### src/rtl/gate_sequencer_pkg.sv
// Shared types and register map for the gate sequencer.
package gate_sequencer_pkg;

  typedef enum logic [1:0] {
    MODE_OFF   = 2'd0,
    MODE_CONT  = 2'd1,
    MODE_BURST = 2'd2,
    MODE_EXT   = 2'd3
  } mode_t;

  typedef enum logic [1:0] {
    ST_IDLE = 2'd0,
    ST_HIGH = 2'd1,
    ST_LOW  = 2'd2
  } state_t;

  localparam logic [2:0] ADDR_CTRL     = 3'd0;
  localparam logic [2:0] ADDR_PRESCALE = 3'd1;
  localparam logic [2:0] ADDR_WIDTH    = 3'd2;
  localparam logic [2:0] ADDR_PERIOD   = 3'd3;
  localparam logic [2:0] ADDR_BURST    = 3'd4;
  localparam logic [2:0] ADDR_STATUS   = 3'd5;
  localparam logic [2:0] ADDR_COUNT    = 3'd6;

endpackage

### src/rtl/gate_sequencer_pedge.sv
// Registered rising-edge detector; pulse is one cycle wide, one cycle late.
module gate_sequencer_pedge (
  input  logic clk,
  input  logic reset,
  input  logic din,
  output logic pulse
);

  logic din_q;

  // Edge history and registered pulse.
  always_ff @(posedge clk or negedge reset) begin
    if (!reset) begin
      din_q <= 1'b0;
      pulse <= 1'b0;
    end else begin
      din_q <= din;
      pulse <= din & ~din_q;
    end
  end

endmodule

### src/rtl/gate_sequencer.sv
// Programmable gate generator: prescaled width/period, single/cont/burst/ext runs.
//
// state   | meaning
// IDLE    | no run active, gate low, waiting for a start condition
// HIGH    | gate high, counting w_eff ticks
// LOW     | gate low, counting (p_eff - w_eff) ticks, then repeat or stop
module gate_sequencer
  import gate_sequencer_pkg::*;
#(
  parameter int PRE_W   = 8,
  parameter int CNT_W   = 24,
  parameter int BURST_W = 16
) (
  input  logic        clk,
  input  logic        reset,
  input  logic        write,
  input  logic [2:0]  address,
  input  logic [31:0] writedata,
  output logic [31:0] readdata,
  input  logic        ext_trig,
  output logic        gate,
  output logic        gate_start,
  output logic        busy
);

  localparam logic [PRE_W-1:0]   PRE_ONE   = PRE_W'(1);
  localparam logic [CNT_W-1:0]   CNT_ONE   = CNT_W'(1);
  localparam logic [BURST_W-1:0] BURST_ONE = BURST_W'(1);

  state_t               state, state_next;
  mode_t                mode, wr_mode;
  logic [PRE_W-1:0]     prescale, pre_sh, pre_cnt;
  logic [CNT_W-1:0]     width, period, low_sh, tick_cnt, w_eff, low_eff;
  logic [BURST_W-1:0]   burst, remaining;
  logic [31:0]          gate_count;
  logic                 run_once, ext_pulse;
  logic                 wr_ctrl, single_req, abort_req, cont_req, burst_req, ext_req;
  logic                 start_idle, load_run, tick, phase_end;
  logic                 unused_bits;

  gate_sequencer_pedge u_pedge (
    .clk   (clk),
    .reset (reset),
    .din   (ext_trig),
    .pulse (ext_pulse)
  );

  assign wr_ctrl     = write && (address == ADDR_CTRL);
  assign wr_mode     = mode_t'(writedata[1:0]);
  assign single_req  = wr_ctrl && writedata[2];
  assign abort_req   = wr_ctrl && writedata[3];
  assign cont_req    = wr_ctrl && (wr_mode == MODE_CONT);
  assign burst_req   = wr_ctrl && (wr_mode == MODE_BURST) && (burst != '0);
  assign ext_req     = ext_pulse && (mode == MODE_EXT);
  assign unused_bits = ^writedata;

  // Low phase is kept as a tick count so w_eff+1 is never formed and cannot wrap.
  assign w_eff     = (width == '0) ? CNT_ONE : width;
  assign low_eff   = (period > w_eff) ? (period - w_eff) : CNT_ONE;
  assign tick      = (pre_cnt == '0);
  assign phase_end = tick && (tick_cnt == '0);
  assign busy      = (state != ST_IDLE);

  // Next-state logic; abort overrides every start and phase transition.
  always_comb begin
    state_next = state;
    load_run   = 1'b0;
    start_idle = 1'b0;
    if (abort_req) begin
      state_next = ST_IDLE;
    end else begin
      case (state)
        ST_IDLE: begin
          if (single_req || cont_req || burst_req || ext_req) begin
            state_next = ST_HIGH;
            load_run   = 1'b1;
            start_idle = 1'b1;
          end
        end
        ST_HIGH: begin
          if (phase_end) state_next = ST_LOW;
        end
        ST_LOW: begin
          if (phase_end) begin
            if (!run_once && ((mode == MODE_CONT) ||
                              ((mode == MODE_BURST) && (remaining > BURST_ONE)))) begin
              state_next = ST_HIGH;
              load_run   = 1'b1;
            end else begin
              state_next = ST_IDLE;
            end
          end
        end
        default: state_next = ST_IDLE;
      endcase
    end
  end

  // State register and registered gate outputs.
  always_ff @(posedge clk or negedge reset) begin
    if (!reset) begin
      state      <= ST_IDLE;
      gate       <= 1'b0;
      gate_start <= 1'b0;
    end else begin
      state      <= state_next;
      gate       <= (state_next == ST_HIGH);
      gate_start <= load_run;
    end
  end

  // Configuration registers; mode follows every control write, strobes are not stored.
  always_ff @(posedge clk or negedge reset) begin
    if (!reset) begin
      mode     <= MODE_OFF;
      prescale <= '0;
      width    <= '0;
      period   <= '0;
      burst    <= '0;
    end else if (write) begin
      case (address)
        ADDR_CTRL:     mode     <= wr_mode;
        ADDR_PRESCALE: prescale <= writedata[PRE_W-1:0];
        ADDR_WIDTH:    width    <= writedata[CNT_W-1:0];
        ADDR_PERIOD:   period   <= writedata[CNT_W-1:0];
        ADDR_BURST:    burst    <= writedata[BURST_W-1:0];
        default: ;
      endcase
    end
  end

  // Run bookkeeping: burst count, one-shot flag, shadows, prescaler and tick counter.
  always_ff @(posedge clk or negedge reset) begin
    if (!reset) begin
      remaining  <= '0;
      run_once   <= 1'b0;
      pre_sh     <= '0;
      low_sh     <= '0;
      pre_cnt    <= '0;
      tick_cnt   <= '0;
      gate_count <= '0;
    end else begin
      if (abort_req)
        remaining <= '0;
      else if (start_idle && burst_req && !single_req)
        remaining <= burst;
      else if ((state == ST_LOW) && phase_end && !run_once &&
               (mode == MODE_BURST) && (remaining != '0))
        remaining <= remaining - BURST_ONE;

      if (start_idle)
        run_once <= single_req || !(cont_req || burst_req);

      if (load_run) begin
        pre_sh     <= prescale;
        low_sh     <= low_eff;
        pre_cnt    <= prescale;
        tick_cnt   <= w_eff - CNT_ONE;
        gate_count <= gate_count + 32'd1;
      end else if (state != ST_IDLE) begin
        if (tick) begin
          pre_cnt  <= pre_sh;
          tick_cnt <= ((state == ST_HIGH) && phase_end) ? (low_sh - CNT_ONE)
                                                         : (tick_cnt - CNT_ONE);
        end else begin
          pre_cnt <= pre_cnt - PRE_ONE;
        end
      end
    end
  end

  // Combinational read mux; write-only and unmapped addresses read as zero.
  always_comb begin
    readdata = '0;
    case (address)
      ADDR_STATUS: readdata = {busy, state, mode, 11'd0, 16'(remaining)};
      ADDR_COUNT:  readdata = gate_count;
      default:     readdata = '0;
    endcase
  end

endmodule
### config.mk
export PLATFORM = sky130hd
export DESIGN_NAME = gate_sequencer
export DESIGN_NICKNAME = d
export VERILOG_FILES = /design/src/rtl/gate_sequencer_pkg.sv /design/src/rtl/gate_sequencer_pedge.sv /design/src/rtl/gate_sequencer.sv
export SDC_FILE = /design/constraint.sdc
export NUM_CORES = 1
export LEC_CHECK = 0
export ABC_AREA = 1
export BUFFER_PORTS_ARGS = -buffer_cell sky130_fd_sc_hd__buf_2
export CORE_MARGIN = 1
export CORE_UTILIZATION = 49
export CTS_CLUSTER_DIAMETER = 40
export DETAILED_ROUTE_END_ITERATION = 6
export PLACE_DENSITY_LB_ADDON = 0.12
export SLEW_MARGIN = 30
export SYNTH_ARGS = -nofsm -noshare
export SYNTH_HDL_FRONTEND = slang
export SYNTH_SLANG_ARGS = --single-unit
### constraint.sdc
create_clock -name clk -period 5 [get_ports clk]
set_clock_uncertainty 0.2 [all_clocks]
set_input_delay 0 -clock clk [delete_from_list [all_inputs] [get_ports clk]]
set_output_delay 0 -clock clk [all_outputs]
set_load 0.005 [all_outputs]
==> results_dict.tcl <==
set metrics [dict create \
    drive_gt1_share_pct 10.2 \
    drv_cap 0 \
    wl_per_cell_um 15.8 \
    pwr-share-seq_pct 38.6 \
    synth_edf_count 0 \
    fin_ws_ns 0.883 \
    drt-initial-drc-count 727 \
    synth_top_cell_by_area "dfrtp_1" \
    r2r_slack_ns 0.96 \
    syn_to_final_growth_pct 12.5 \
    synth_nets 1625 \
    hp-class "in2async" \
    avgViaCountPerCell 5.27 \
    ios 74 \
    switching_share_pct 41.1 \
    relSlewSlack_pct 42.0 \
    wl_um 30900 \
    clkLatencyLatePin_ns 0.46 \
    end_kind "flop" \
    ys_ff_latch 193 \
    synth.distinct_cells 53 \
    clock_sinks 193 \
    fin_nets 1701 \
    grt_pass1_wl_um 50500 \
    ys_seq_area_share_pct 41.5 \
    cts_buffers 17 \
    final_antenna_net_count 0 \
    gr-total-overflow 0 \
    violations "hold timing" \
    cp.arrival_ns 4.28 \
    finalHoldViolCount 6 \
    start_kind "input pin" \
    run_status "finished with violations" \
    design_area_sq_um 13100 \
    combPwrFrac_pct 38.1 \
    dpl-instance-area_sq_um 12200 \
    maxSlewViolCount 0 \
    grt_use_total_pct 26.8 \
    fill_cells 2263 \
    synth_top_area_share_pct 41.5 \
    hpwl_um 22800 \
    cts_buffer_depth 2 \
    irDropWorstVdd_v 0.000224 \
    synth_most_common_cell "nand2_1" \
    tns_ns 0 \
    powerDensity_nw_per_um2 450 \
    htree_levels 4 \
    cts_tree "done" \
    layout.cells.non_filler 1957 \
    crit_path_start "write" \
    r2r-end "low_sh[23]" \
    p_int_uw 3470 \
    drc 0 \
    syn_avg_cell_area_sq_um 7.48 \
    rsz0062_at_grt "no" \
    antenna_found_initial 0 \
    grt_max_degree 102 \
    cp_max_fo 45 \
    io_buffers 65 \
    placementRows 55 \
    gp_congestion 0.898 \
    die_y_um 156 \
    clock_power_share_pct 23.3 \
    min_period_ns 4.12 \
    timing.rr.start "pre_cnt[0]" \
    reg2reg_depth 14 \
    p_leak_uw 0.00660 \
    syn_area_sq_um 11600 \
    ys_top_cells_by_count "nand2_1 (364), inv_1 (204), dfrtp_1 (193), o21ai_0 (160), nor2_1 (150)" \
    firstDrtPassIters 5 \
    ys_top_cells_by_area "dfrtp_1 (42%), nand2_1 (12%), o21ai_0 (6.9%), inv_1 (6.6%), nor2_1 (4.8%)" \
    hold_slack_ns -0.00534 \
    power.switching_uw 2420 \
    coreArea_sq_um 23000 \
    insertedDiodeCount 0 \
    syn_inst 1555 \
    finalCritPeriodShare_pct 82.3 \
    tightestPinTransition_ns 0.869 \
    dpl_worst_slack_ns 0.938 \
    synthArstFlopShare_pct 100 \
    start_util_pct 50.6 \
    required_ns 5.16 \
    p_total_uw 5890 \
    path_class "in2reg" \
    dpl.cell_count 1893 \
    clock-root-buffer "clkbuf_16" \
    vias 10300 \
    clock.fmax_mhz 243 \
    grt_pass1_vias 9495 \
    setup_viol 0 \
    synth_ff_type "dfrtp_1" \
    die_w_um 156 \
    die-area_sq_um 24300 \
    synth_warnings 0 \
    post_cts_resized 0 \
    cts.reportedPaths.clkPinSlew_ns 0.08 \
]
[how the worst max path moves through the flow]
stage / end / cells after the start
after floorplan: low_sh[18] / 17
after global placement: low_sh[21] / 14
after detailed placement: low_sh[23] / 14
after CTS: low_sh[23] / 17
after global routing: low_sh[21] / 17
final: low_sh[23] / 17
[state kept, by name, indices dropped and copies added, names as in the netlist, 2 cells and up]
signal and flops:
width 24, mode 2, burst 16, tick_cnt 24, pre_cnt 8, gate_count 32, pre_sh 8, period 24
prescale 8, state 2, remaining 16, low_sh 24
[repair_timing]
action	in CTS	in global routing
hold endpoints to repair	181	0
setup buffers	0	0
setup endpoints to repair	0	0
hold buffers	32	0
[layout make-up]
type	instances	area [sq um]	share of cell area, %
Tap cell	313	392	2.99
Timing Repair Buffer	104	707	5.40
Inverter	209	790	6.03
Clock buffer	19	443	3.39
Multi-Input combinational cell	1106	5780	44.2
Clock inverter	13	139	1.06
Sequential cell	193	4830	36.9
[critical path, stage by stage]
cell           delay (ns)
dlygate4sd3_1        0.51
buf_2                0.12
inv_1                0.05
nor2_2               0.13
dlygate4sd3_1        0.60
nand2_2              0.11
nor3_2               0.15
nand2_2              0.12
nand3_1              0.09
nand2_1              0.10
nand2_4              0.31
nand2_4              0.28
inv_6                0.36
nand3_1              0.63
inv_1                0.41
nand2_1              0.08
o21ai_0              0.17
[cells by family after synthesis]
family	share of synthesized area (%)
AOI/OAI and AO/OA	13.3
muxes	0.172
and+or+nand+nor	28.1
adders and majority gates	3.40
xor gates and xnor gates	4.67
buffers and inverters	8.76
DFF	41.5
[power by group through the flow]
stage	clock network [uW]	logic [uW]	registers [uW]
3_3_place_gp	0	2150	2280
5_1_grt	1460	2580	2320
3_5_place_dp	0	2200	2290
2_1_floorplan	0	1710	2190
6_report	1370	2250	2270
4_1_cts	1390	2230	2270
[layer usage]
metal | routed length, um | GRT usage, % | vias to the layer above | share of wire (%)
met3 | 1520 | 4.14 | 23 | 4.9
met5 | 0 | 0 | - | 0
li1 | - | - | 5211 | -
met2 | 13000 | 37.5 | 229 | 42
met1 | 16000 | 42.6 | 4851 | 52
met4 | 368 | 5.88 | 0 | 1.2
[layout by cell type, fill, tap and decap left out, types with 3 or more instances in the layout]
cell	synthesis	routed
nand2_1	364	364
inv_1	204	204
dfrtp_1	193	193
o21ai_0	160	160
nor2_1	150	150
nand3_1	105	104
buf_2	9	64
xor2_1	51	51
o22ai_1	39	39
a21oi_1	36	36
dlygate4sd3_1	0	32
ha_1	30	30
nand4_1	22	22
nand2_2	22	22
nor3_1	21	21
clkbuf_16	0	17
nor2_2	15	15
xnor2_1	11	11
nor4_1	9	9
a31oi_1	9	9
o21bai_1	8	8
nor2_4	7	7
buf_4	1	7
inv_8	0	5
nand2_4	4	4
o21ai_1	4	4
o32ai_1	4	4
nor3_4	3	3
inv_6	1	3
o221ai_1	3	3
a22oi_1	3	3
inv_2	3	3
[per-stage QoR]
stage                     util (%)  hold WS (ns)
after global routing          56.9        0.0809
after floorplan                  -        -0.496
after global placement        53.0       -0.0775
after CTS                     56.9        0.0566
after detailed placement      53.0       -0.0738
final                         56.9      -0.00534
(Power assumes the default switching activity.)
